## src/rtl/snake_body_if.sv

```systemverilog
// Handshake bundle between the game controller and one snake_body instance.
// The controller side is the master; snake_body is the slave.
interface snake_body_if #(
    parameter int max_len         = 15,
    parameter int num_len         = 10,
    parameter int max_len_bit_len = 4
);
    logic                         step;
    logic [1:0]                   dir_in;
    logic                         dir_valid;
    logic                         grow;
    logic                         stop;
    logic [max_len*num_len-1:0]   snake;
    logic [max_len_bit_len-1:0]   len;
    logic [1:0]                   dir;
    logic                         moved;

    modport master (
        output step, dir_in, dir_valid, grow, stop,
        input  snake, len, dir, moved
    );

    modport slave (
        input  step, dir_in, dir_valid, grow, stop,
        output snake, len, dir, moved
    );
endinterface

```

## src/rtl/snake_body.sv

```systemverilog
// Per-player snake position store and mover: holds the segment coordinates
// and length, advances one cell per accepted game step, applies turns
// (reverse turns dropped) and growth (saturating at max_len), wrapping at
// the grid edges.
module snake_body #(
    parameter int max_len         = 15,
    parameter int num_len         = 10,
    parameter int max_len_bit_len = 4,
    parameter int GRID_W          = 32,
    parameter int GRID_H          = 24,
    parameter int INIT_X          = 8,
    parameter int INIT_Y          = 12,
    parameter int INIT_LEN        = 3
) (
    input logic         clk,
    input logic         rst,
    snake_body_if.slave bus
);
    localparam int CW = num_len / 2;

    typedef enum logic [1:0] {
        DIR_UP    = 2'd0,
        DIR_DOWN  = 2'd1,
        DIR_LEFT  = 2'd2,
        DIR_RIGHT = 2'd3
    } dir_e;

    typedef logic [num_len-1:0] seg_t;

    seg_t                       seg_q [max_len];
    seg_t                       seg_d [max_len];
    logic [max_len_bit_len-1:0] len_q, len_d;
    dir_e                       dir_q, dir_d;
    dir_e                       next_dir_q, next_dir_d;
    logic                       grow_pend_q, grow_pend_d;
    logic                       moved_q, moved_d;

    logic                       accepted;
    logic                       dir_legal;
    dir_e                       eff_dir;
    logic [CW-1:0]              head_x, head_y;
    logic [CW-1:0]              new_x, new_y;

    // Decide whether this cycle moves and which direction the move uses.
    always_comb begin
        accepted  = bus.step & ~bus.stop;
        // Reverse pairs (0,1) and (2,3) differ only in bit 0.
        dir_legal = bus.dir_valid & ((bus.dir_in ^ 2'(dir_q)) != 2'b01);
        eff_dir   = dir_legal ? dir_e'(bus.dir_in) : next_dir_q;
        // The latched request is always the last legal one, which is exactly
        // the effective direction seen this cycle.
        next_dir_d = eff_dir;
    end

    // Compute the new head cell with wrap-around modulo the grid size.
    always_comb begin
        // NOTE: every variable written here gets a default first, so no path
        // leaves it unassigned and no latch is inferred.
        head_x = seg_q[0][num_len-1:CW];
        head_y = seg_q[0][CW-1:0];
        new_x  = head_x;
        new_y  = head_y;
        unique case (eff_dir)
            DIR_UP:    new_y = (head_y == '0) ? CW'(GRID_H - 1) : head_y - CW'(1);
            DIR_DOWN:  new_y = (head_y == CW'(GRID_H - 1)) ? '0 : head_y + CW'(1);
            DIR_LEFT:  new_x = (head_x == '0) ? CW'(GRID_W - 1) : head_x - CW'(1);
            DIR_RIGHT: new_x = (head_x == CW'(GRID_W - 1)) ? '0 : head_x + CW'(1);
            default:   ;
        endcase
    end

    // Next-state for body, length, direction, pending growth and move pulse.
    always_comb begin
        seg_d[0] = accepted ? {new_x, new_y} : seg_q[0];
        for (int i = 1; i < max_len; i++) begin
            seg_d[i] = accepted ? seg_q[i-1] : seg_q[i];
        end
        dir_d       = accepted ? eff_dir : dir_q;
        len_d       = len_q;
        if (accepted && (grow_pend_q | bus.grow) &&
            (len_q < max_len_bit_len'(max_len))) begin
            len_d = len_q + max_len_bit_len'(1);
        end
        // An accepted step consumes any growth, even when length is saturated.
        grow_pend_d = accepted ? 1'b0 : (grow_pend_q | bus.grow);
        moved_d     = accepted;
    end

    // State registers with asynchronous return to the starting snake.
    always_ff @(posedge clk or posedge rst) begin
        if (rst) begin
            // NOTE: the segment array is a small register file that must start
            // as a straight line, so every slot is reset, not just len of them.
            for (int i = 0; i < max_len; i++) begin
                seg_q[i] <= {CW'(INIT_X - i), CW'(INIT_Y)};
            end
            len_q       <= max_len_bit_len'(INIT_LEN);
            dir_q       <= DIR_RIGHT;
            next_dir_q  <= DIR_RIGHT;
            grow_pend_q <= 1'b0;
            moved_q     <= 1'b0;
        end else begin
            // NOTE: non-blocking assignments so every register samples the
            // pre-edge values, which the shift chain relies on.
            seg_q       <= seg_d;
            len_q       <= len_d;
            dir_q       <= dir_d;
            next_dir_q  <= next_dir_d;
            grow_pend_q <= grow_pend_d;
            moved_q     <= moved_d;
        end
    end

    // Pack the segment slots onto the output bus; head in the low slot.
    always_comb begin
        bus.snake = '0;
        for (int i = 0; i < max_len; i++) begin
            bus.snake[i*num_len +: num_len] = seg_q[i];
        end
        bus.len   = len_q;
        bus.dir   = 2'(dir_q);
        bus.moved = moved_q;
    end
endmodule
```

## src/flat_wrapper.sv

```systemverilog
// flat-port wrapper written by rule: the top's interface ports become plain ports
module snake_body_flat 
#(
    parameter int max_len         = 15,
    parameter int num_len         = 10,
    parameter int max_len_bit_len = 4,
    parameter int GRID_W          = 32,
    parameter int GRID_H          = 24,
    parameter int INIT_X          = 8,
    parameter int INIT_Y          = 12,
    parameter int INIT_LEN        = 3
)
  (clk, rst, bus_step, bus_dir_in, bus_dir_valid, bus_grow, bus_stop, bus_snake, bus_len, bus_dir, bus_moved);
  snake_body_if #(.max_len(max_len), .num_len(num_len), .max_len_bit_len(max_len_bit_len)) bus_i ();
  input logic clk;
  input logic rst;
  input wire logic [$bits(bus_i.step)-1:0] bus_step;
  input wire logic [$bits(bus_i.dir_in)-1:0] bus_dir_in;
  input wire logic [$bits(bus_i.dir_valid)-1:0] bus_dir_valid;
  input wire logic [$bits(bus_i.grow)-1:0] bus_grow;
  input wire logic [$bits(bus_i.stop)-1:0] bus_stop;
  output wire logic [$bits(bus_i.snake)-1:0] bus_snake;
  output wire logic [$bits(bus_i.len)-1:0] bus_len;
  output wire logic [$bits(bus_i.dir)-1:0] bus_dir;
  output wire logic [$bits(bus_i.moved)-1:0] bus_moved;
  assign bus_i.step = bus_step;
  assign bus_i.dir_in = bus_dir_in;
  assign bus_i.dir_valid = bus_dir_valid;
  assign bus_i.grow = bus_grow;
  assign bus_i.stop = bus_stop;
  assign bus_snake = bus_i.snake;
  assign bus_len = bus_i.len;
  assign bus_dir = bus_i.dir;
  assign bus_moved = bus_i.moved;
  snake_body #(.max_len(max_len), .num_len(num_len), .max_len_bit_len(max_len_bit_len), .GRID_W(GRID_W), .GRID_H(GRID_H), .INIT_X(INIT_X), .INIT_Y(INIT_Y), .INIT_LEN(INIT_LEN)) u_core (.clk(clk), .rst(rst), .bus(bus_i));
endmodule
```

## config.mk

```make
export PLATFORM = sky130hd
export DESIGN_NAME = snake_body_flat
export DESIGN_NICKNAME = d
export VERILOG_FILES = /design/src/rtl/snake_body_if.sv /design/src/rtl/snake_body.sv /design/src/flat_wrapper.sv
export SDC_FILE = /design/constraint.sdc
export NUM_CORES = 1
export LEC_CHECK = 0
export ABC_AREA = 0
export CAP_MARGIN = 30
export CORE_ASPECT_RATIO = 1.2
export CORE_UTILIZATION = 34
export DETAILED_ROUTE_END_ITERATION = 10
export SLEW_MARGIN = 10
export SYNTH_ARGS = -nofsm -noshare
export SYNTH_HDL_FRONTEND = slang
export SYNTH_SLANG_ARGS = --single-unit
```

## constraint.sdc

```tcl
create_clock -name clk -period 12.97 [get_ports clk]
set_input_delay 2.594 -clock clk [delete_from_list [all_inputs] [get_ports clk]]
set_output_delay 2.594 -clock clk [all_outputs]
set_load 0.005 [all_outputs]
```

==> results of run 1 <==
==> critical path, stage by stage <==
cell	delay (ps)
sky130_fd_sc_hd__clkdlybuf4s50_1	500
sky130_fd_sc_hd__nand2b_4	430
sky130_fd_sc_hd__inv_4	650
sky130_fd_sc_hd__buf_4	740
sky130_fd_sc_hd__nand2_1	110
sky130_fd_sc_hd__nand2_1	100
==> layout by cell type (no fill, tap or decap), types with 6 or more instances in the layout <==
| master | Yosys | final |
|---|---|---|
| sky130_fd_sc_hd__nand3_1 | 7 | 7 |
| sky130_fd_sc_hd__dfrtp_1 | 88 | 88 |
| sky130_fd_sc_hd__clkbuf_16 | 0 | 17 |
| sky130_fd_sc_hd__clkdlybuf4s50_1 | 0 | 164 |
| sky130_fd_sc_hd__dfstp_2 | 72 | 72 |
| sky130_fd_sc_hd__and3_1 | 6 | 6 |
| sky130_fd_sc_hd__o21ai_0 | 11 | 11 |
| sky130_fd_sc_hd__nand2_1 | 415 | 415 |
| sky130_fd_sc_hd__ha_1 | 6 | 6 |
| sky130_fd_sc_hd__a21oi_1 | 9 | 9 |
| sky130_fd_sc_hd__nor2_1 | 8 | 8 |
| sky130_fd_sc_hd__inv_1 | 9 | 8 |
==> metal layers <==
| layer | vias to the layer above | global-route usage |
|---|---|---|
| li1 | 2556 | - |
| met1 | 2540 | 0.235 |
| met2 | 127 | 0.279 |
| met3 | 14 | 0.0477 |
| met4 | 0 | 0.0499 |
| met5 | - | 0 |
==> where the power goes <==
part	switching [W]	internal (W)	leakage, nW
Clock	0.000201	0.000286	0.284
Sequential	0.000143	0.000676	1.90
Combinational	0.000211	0.000307	2.07
==> worst max-delay path by stage <==
stage / from / end / depth (start not counted)
global route: bus_step / u_core.bus.snake[108] / 6
finish: bus_step / u_core.bus.snake[142] / 6
CTS: bus_step / u_core.bus.snake[122] / 6
detailed placement: bus_step / u_core.bus.snake[124] / 6
global placement: bus_step / u_core.bus.snake[116] / 6
floorplan: rst / u_core.bus.len[2] / 1
==> kinds of logic (layout without fill, tap and decap cells) <==
kind of cell / after synthesis / after routing / share of synthesized area
DFF: 160 / 160 / 0.626
xor gates and xnor gates: 6 / 6 / 0.00804
AOI/OAI and AO/OA: 50 / 50 / 0.0553
buffers and inverters: 46 / 211 / 0.0277
adders and majority gates: 6 / 6 / 0.0115
and+or+nand+nor: 449 / 449 / 0.268
muxes: 2 / 2 / 0.00344
==> registers in the layout, summed over array words and instances (netlist names) <==
signal,cells
u_core.bus.dir,2
u_core.grow_pend_q,1
u_core.bus.snake,150
u_core.bus.moved,1
u_core.next_dir_q,2
u_core.bus.len,4
==> per-stage QoR <==
stage | hold WS, ps | util | instances
after global routing | 467 | 0.478 | 1140
final | 454 | 0.478 | 1140
after detailed placement | 450 | 0.445 | 1107
after floorplan | 447 | - | 719
after global placement | 447 | 0.445 | 1107
after CTS | 456 | 0.476 | 1139
==> Yosys cell counts (4+ instances only) <==
cell type,n
sky130_fd_sc_hd__dfrtp_1,88
sky130_fd_sc_hd__xnor2_1,4
sky130_fd_sc_hd__a21o_1,4
sky130_fd_sc_hd__a21oi_1,9
sky130_fd_sc_hd__dfstp_2,72
sky130_fd_sc_hd__nor2_1,8
sky130_fd_sc_hd__inv_1,9
sky130_fd_sc_hd__clkbuf_1,33
sky130_fd_sc_hd__nand2_1,415
sky130_fd_sc_hd__nand3_1,7
sky130_fd_sc_hd__o21ai_0,11
sky130_fd_sc_hd__and3_1,6
sky130_fd_sc_hd__ha_1,6
==> cell type report <==
| class | instances | share of cell area |
|---|---|---|
| sequential | 160 | 0.454 |
| multi-input combinational | 513 | 0.252 |
| timing repair buffer | 168 | 0.188 |
| clock buffer | 22 | 0.0537 |
| tap | 256 | 0.0356 |
| clock inverter | 10 | 0.0110 |
| inverter | 11 | 0.00542 |
==> metrics, run 1 <==
maximum fanout encountered on the critical timing path just over 80; maximum number of pins on one net before global-route repair 100; outcome complete, no violations; time the worst path needs with I/O delays and setup slightly below 5000 ps; Clock Sink Count 160; normalized max-slew margin 0.416; depth of the most critical reg-to-reg path 6; ANT cells 0; grt ovf 0; library cells used by synthesis 45; Main synth FF type sky130_fd_sc_hd__dfrtp_1; Layout Cell Area excl Fill 9010 um2; Via Count 5237; Inserted Clock Buffers 17; Area growth, synth to finish 37.8%; destination of the worst hold path u_core.bus.snake[132]; via density per instance 4.59; net count after synthesis 733; summed instance area of the synthesized netlist 6540 um2; Worst Setup Path Type in -> reg; vertical die dimension 154 um; mean instance size in the synthesized netlist 9.09 um2; Arr. time, crit path 5260 ps; share of the synthesized area in the top cell type 0.337; Yosys Warn Count 0; leakage power 4.26 nW; area enclosed by the die boundary 19800 um2; detailed-route wire length 16.7 mm; total cell area at the placement stage 8400 um2; power per standard cell area slightly above 200 nW/um2; post-synthesis instance total 719; final count of negative-setup-slack endpoints 0; final weighted congestion in routability-driven placement 0.798; Initial Util 0.347; worst IR drop on VDD 0.0919 mV; CTS root buffer sky130_fd_sc_hd__clkbuf_16; aggregate negative setup slack 0 ps; data required time at the worst endpoint ~13000 ps; reg-to-reg critical path endpoint u_core.bus.snake[1]; die outline width roughly 130 um; Port Buffer Count 164; Setup Slack @ Placement 7600 ps; library cell occupying the most area in the post-synthesis netlist sky130_fd_sc_hd__dfrtp_1; #FFs+latches synth 160; final-report hold violation count 0; max-capacitance violation count 0; clock insertion delay at the later pin of the skew report 420 ps; number of top-level pins 165; total number of H-tree levels 4; detailed-router iteration count before antenna repair 5; final period utilization 0.378; fill cell count 1846; multi-input logic area 2270 um2; Worst Slack Setup Final approximately 8100 ps; Slew @ Worst Pin roughly 880 ps; sequential element share of the synthesized area 0.626; number of rows created at floorplan 55; clock slew seen by the registers of the worst setup and hold paths 70 ps; placed wire-length estimate 11.1 mm; type of origin of the critical path input port; Met3 Wirelength approximately 820 um; share of final-layout standard cells stronger than drive strength 1 0.137; unrepaired setup endpoints after global routing false; total global-route track usage 0.176; number of buffers inserted to repair setup after CTS 0; ANT nets after route 0; CTS tree yes; highest attainable clock frequency ~200 MHz; source of the worst hold timing path u_core.bus.snake[122]; DR WL/cell 14.6 um; number of buffers on the longest clock path 2; First DRT Iteration DRCs between 400 and 500; Final Net Count 885; count of hold buffers inserted by post-cts repair 0; proportion of register bits with asynchronous set or reset after synthesis 1.00; max-slew violation count 0; Worst setup EP type flop; Post-synth EDFFs 0; wire length on met1 7.48 mm; Post-Route Skew 10.8 ps; setup slack on the worst flop-to-flop path roughly 11000 ps; number of global-route vias before repair 4849; first-pass GRT wire length 26.7 mm; length of routed met2 wiring 8.20 mm; startpoint of the lowest-slack register-to-register path u_core.bus.dir[1]; DR top layer met4; WHS Path Cells 2; Post-CTS Resized 0; post-detailed-route DRC marker count 0; register cell area after layout 4090 um2; dominant cells by area after synthesis sky130_fd_sc_hd__dfrtp_1 (34%), sky130_fd_sc_hd__dfstp_2 (29%), sky130_fd_sc_hd__nand2_1 (24%), sky130_fd_sc_hd__clkbuf_1 (1.9%), sky130_fd_sc_hd__ha_1 (1.1%); total power of the final layout 0.00183 W; core area 18900 um2; worst min-delay path category reg -> reg; antenna violations before repair 0
Note: power is estimated with default switching activity, not from simulation.
==> run 2, diff against run 1 <==
Clock period 12.97 ns to 4.7 ns, I/O delays scaled along.
==> run 2 against run 1 <==
Against the previous run:
- cell area is 0.71% higher
- sequential power grew to 2.7 times the previous value
- flip-flop and latch count unchanged
- die area unchanged
- combinational power increased to 2.8 times the previous value
- global-route usage grew 0.24 points
- sequential share of layout area down 0.32 points
- final cell count about the same
- critical path type unchanged
- largest cell class unchanged
- largest power group unchanged
==> metrics, run 2 (same netlist as run 1, synthesis figures left out) <==
type of origin of the critical path input port; Arr. time, crit path 3200 ps; detailed-router iteration count before antenna repair 5; max-slew violation count 0; source of the worst hold timing path u_core.bus.snake[149]; total cell area at the placement stage approximately 8400 um2; Worst Slack Setup Final 1810 ps; detailed-route wire length around 17 mm; Port Buffer Count ~160; Via Count 5161; maximum fanout encountered on the critical timing path 68; max-capacitance violation count 0; number of top-level pins 165; crit-path max cell delay roughly 660 ps; Slew @ Worst Pin between 700 and 800 ps; core area 18900 um2; startpoint of the most critical setup path bus_step; ANT nets after route 0; final weighted congestion in routability-driven placement 0.787; First DRT Iteration DRCs 451; Layout Cell Area excl Fill just over 9000 um2; worst min-delay path category reg -> reg; clock slew seen by the registers of the worst setup and hold paths 60 ps; number of rows created at floorplan 55; DR WL/cell 14.7 um; Initial Util 0.347; Largest register FFs 150; first-pass GRT wire length 27.1 mm; vertical die dimension 154 um; Clock Sink Count 160; data required time at the worst endpoint 5020 ps; outcome complete, no violations; time the worst path needs with I/O delays and setup between 2000 and 3000 ps; maximum number of pins on one net before global-route repair 110; final std cells w/o fill ~1100; highest attainable clock frequency 346 MHz; aggregate negative setup slack 0 ps; final-report hold violation count 0; post-detailed-route DRC marker count 0; ANT cells 0; Post-Route Skew approximately 11 ps; number of buffers on the longest clock path 2; number of global-route vias before repair ~4900; Worst Path Buf+Inv 2; Final Hold Slack 454 ps; register cell area after layout a little over 4000 um2; normalized max-slew margin 0.480; worst IR drop on VDD 0.254 mV; number of buffers inserted to repair setup after CTS 0; leading cell types in the layout, fill and taps excluded sky130_fd_sc_hd__nand2_1 (415), sky130_fd_sc_hd__clkdlybuf4s50_1 (164), sky130_fd_sc_hd__dfrtp_1 (88), sky130_fd_sc_hd__dfstp_2 (72), sky130_fd_sc_hd__clkbuf_16 (17); total global-route track usage 0.178; critical-path cell list clkdlybuf4s50_1 -> nand2b_4 -> inv_4 -> nand3_2 -> a211o_1 -> a21o_1; area enclosed by the die boundary 19800 um2; total number of H-tree levels 4; cell count after placement 1109; most common library cell in the layout ignoring fill and taps sky130_fd_sc_hd__nand2_1; Setup Slack @ Placement 1350 ps; multi-input logic area 2270 um2; final count of negative-setup-slack endpoints 0; via density per instance 4.52; Post-CTS Resized 0; Worst setup EP type flop; share of final-layout standard cells stronger than drive strength 1 0.138; Final Net Count 886; final period utilization 0.614; cell at the slowest stage of the critical path sky130_fd_sc_hd__inv_4; CTS root buffer sky130_fd_sc_hd__clkbuf_16; Area growth, synth to finish 38.7%; placed wire-length estimate 11.1 mm; grt ovf 0; family of cells with the greatest summed delay on the critical path buffers and inverters; clock insertion delay at the later pin of the skew report 430 ps; leakage power ~4.3 nW; unrepaired setup endpoints after global routing false; CTS tree yes; Inserted Clock Buffers 17; power per standard cell area 572 nW/um2; startpoint of the lowest-slack register-to-register path u_core.bus.dir[0]; antenna violations before repair 0; count of hold buffers inserted by post-cts repair 0; Worst Setup Path Type in -> reg; fill cell count 1840; die outline width 129 um
[run 2: cell types whose count changed in the layout (fill, tap and decap cells not counted), sizes merged]
cell	delta
clkinvlp	-1
buf	+1
clkbuf	-2
inv	-2
clkinv	+2
bufinv	+3
[run 2: report_power, final]
group	leakage, nW	total, W	switching (W)	internal [W]
clock network	0.315	0.00150	0.000577	0.000921
registers	1.90	0.00225	0.000383	0.00186
logic	2.07	0.00144	0.000593	0.000851
total	4.29	0.00519	0.00155	0.00364
[run 2: worst min-delay path: cells and delay by family, from the launching register on]
| family | cells | cell delay [ps] |
|---|---|---|
| flops | 1 | 370 |
| simple gates | 2 | 80 |
[run 2: metrics by stage]
stage               total power (W)   util
floorplan                   0.00277      -
global placement            0.00371  0.447
detailed placement          0.00373  0.447
CTS                         0.00524  0.481
global route                0.00549  0.481
finish                      0.00519  0.481
[run 2: worst paths after layout]
kind	to	slack, ps	depth (start not counted)
worst max-delay path	u_core.bus.snake[4]	1810	6
worst min-delay path	u_core.bus.snake[149]	450	2
worst max register to register	u_core.bus.snake[4]	2670	5
worst min register to register	u_core.bus.snake[149]	450	2
max in group asynchronous	u_core.bus.snake[17]	2700	3
min in group asynchronous	u_core.grow_pend_q	990	2
[run 2: final cells by class]
class                      count  area share
timing repair buffer         169       0.188
multi-input combinational    513       0.250
inverter                      11     0.00524
clock inverter                12      0.0197
sequential                   160       0.451
clock buffer                  20      0.0503
tap                          256      0.0353
[run 2: per-layer routing]
layer / up-vias / share of wire / wire length, um / GRT usage
li1: 2561 / - / - / -
met1: 2447 / 0.46 / 7750 / 0.237
met2: 126 / 0.46 / 7800 / 0.274
met3: 27 / 0.054 / 907 / 0.0564
met4: 0 / 0.021 / 345 / 0.0622
met5: - / 0 / 0 / 0
==> run 3, diff against run 2 <==
Clock period 4.7 ns to 2.9 ns, I/O delays scaled along.
==> run 3 against run 2 <==
Against the previous run:
- largest cell class unchanged
- clock skew is essentially flat
- die area is the same
- critical path depth fell by 5
- wire length barely moved
- register-to-register slack got worse by 1700 ps
- global-route usage about the same
- worst setup slack worse by 1100 ps
- combinational power up 64%
- largest power group unchanged
- cell area up 0.59%
- sequential share of layout area fell by 0.27 points
==> metrics, run 3 (same netlist as run 1, synthesis figures left out) <==
count of hold buffers inserted by post-cts repair 0; normalized max-slew margin 0.600; Inserted Clock Buffers 17; number of rows created at floorplan 55; share of final-layout standard cells stronger than drive strength 1 0.141; first-pass GRT wire length 27.2 mm; Post-CTS Resized 0; detailed-router iteration count before antenna repair 4; number of buffers on the longest clock path 2; depth of the most critical reg-to-reg path 6; critical-path cell list clkdlybuf4s50_1; worst IR drop on VDD 0.386 mV; Post-Route Skew about 11 ps; depth of the critical timing path with buffers and inverters included 1; area enclosed by the die boundary around 20000 um2; Worst Setup Path Type reg -> out; Arr. time, crit path 1630 ps; Setup Slack @ Placement 431 ps; DR WL/cell 14.7 um; most common library cell in the layout ignoring fill and taps sky130_fd_sc_hd__nand2_1; leading cell types in the layout, fill and taps excluded sky130_fd_sc_hd__nand2_1 (415), sky130_fd_sc_hd__clkdlybuf4s50_1 (164), sky130_fd_sc_hd__dfrtp_1 (88), sky130_fd_sc_hd__dfstp_2 (72), sky130_fd_sc_hd__clkbuf_16 (17); final-report hold violation count 0; Port Buffer Count 164; core area between 15000 and 20000 um2; leakage power 4.31 nW; final period utilization 0.761; final weighted congestion in routability-driven placement 0.811; total number of H-tree levels 4; CTS tree yes; Initial Util 0.347; highest attainable clock frequency 453 MHz; type of origin of the critical path flop; maximum fanout encountered on the critical timing path 9; number of buffers inserted to repair setup after CTS 0; data required time at the worst endpoint about 2300 ps; number of top-level pins 165; number of global-route vias before repair 4994; clock insertion delay at the later pin of the skew report 420 ps; time the worst path needs with I/O delays and setup 2210 ps; Final Net Count 890; Worst Slack Setup Final 694 ps; placed wire-length estimate between 10 and 15 mm; worst min-delay path category reg -> reg; max-slew violation count 0; vertical die dimension 154 um; grt ovf 0; ANT nets after route 0; Area growth, synth to finish 39.6%; Largest register FFs 150; die outline width 129 um; unrepaired setup endpoints after global routing false; Worst Path Buf+Inv 1; First DRT Iteration DRCs 394; Worst setup EP type output port; total global-route track usage 0.178; maximum number of pins on one net before global-route repair 90; Via Count 5228; post-detailed-route DRC marker count 0; WHS Path Cells 2; Clock Sink Count 160; max-capacitance violation count 0; detailed-route wire length 16.8 mm; CTS root buffer sky130_fd_sc_hd__clkbuf_16; aggregate negative setup slack 0 ps; outcome complete, no violations; cell at the slowest stage of the critical path sky130_fd_sc_hd__dfstp_2; power per standard cell area 916 nW/um2; antenna violations before repair 0; ANT cells 0; via density per instance 4.57; Slew @ Worst Pin 599 ps; family of cells with the greatest summed delay on the critical path flip-flops; crit-path max cell delay 640 ps; final count of negative-setup-slack endpoints 0; clock slew seen by the registers of the worst setup and hold paths 60 ps
==> run 3: cell count changes in the layout (fill, tap and decap cells not counted) <==
cell and delta:
sky130_fd_sc_hd__clkinvlp_4 +1, sky130_fd_sc_hd__clkbuf_1 +1, sky130_fd_sc_hd__buf_4 +1, sky130_fd_sc_hd__inv_8 +1, sky130_fd_sc_hd__inv_6 -1, sky130_fd_sc_hd__clkbuf_8 -2
sky130_fd_sc_hd__buf_12 +3
==> run 3: where the power goes <==
part / switching [W] / internal (W) / total (W)
combinational: 0.000970 / 0.00139 / 0.00236
sequential: 0.000608 / 0.00302 / 0.00363
clock: 0.000915 / 0.00145 / 0.00236
==> run 3: final cells by class <==
cell class | instances | area [um2]
clock buffer | 19 | 433
timing repair buffer | 173 | 1770
inverter | 11 | 47.5
sequential | 160 | 4090
clock inverter | 13 | 189
tap | 256 | 320
fill | 1829 | 9730
multi-input combinational | 513 | 2270
==> run 3: worst paths after layout <==
kind / start / to / slack (ps)
setup / recovery: u_core.bus.snake[2] / bus_snake[2] / 690
hold / removal: u_core.bus.snake[42] / u_core.bus.snake[52] / 460
setup reg to reg: u_core.bus.snake[5] / u_core.bus.snake[7] / 1010
min in group asynchronous: rst / u_core.bus.snake[116] / 580
max in group asynchronous: rst / u_core.bus.snake[33] / 1590
hold reg to reg: u_core.bus.snake[42] / u_core.bus.snake[52] / 460
==> run 3: stage by stage <==
stage           util  cells  total power [W]  area [um2]  hold WS (ps)
2_1_floorplan      -    719          0.00448        6540           447
3_3_place_gp   0.451   1113          0.00603        8500           446
3_5_place_dp   0.451   1113          0.00606        8500           450
4_1_cts        0.484   1145          0.00847        9130           460
5_1_grt        0.484   1145          0.00887        9130           473
6_report       0.484   1145          0.00836        9130           456
==> run 3: per-layer routing <==
metal,track usage,share of wire
met1,0.233,0.44
met2,0.281,0.48
met3,0.0473,0.053
met4,0.0672,0.020
met5,0,0
==> run 3: tightest hold or removal path: stages (launching register included) <==
cell and delay, ps:
sky130_fd_sc_hd__dfstp_2 370, sky130_fd_sc_hd__nand2_1 50, sky130_fd_sc_hd__nand2_1 40
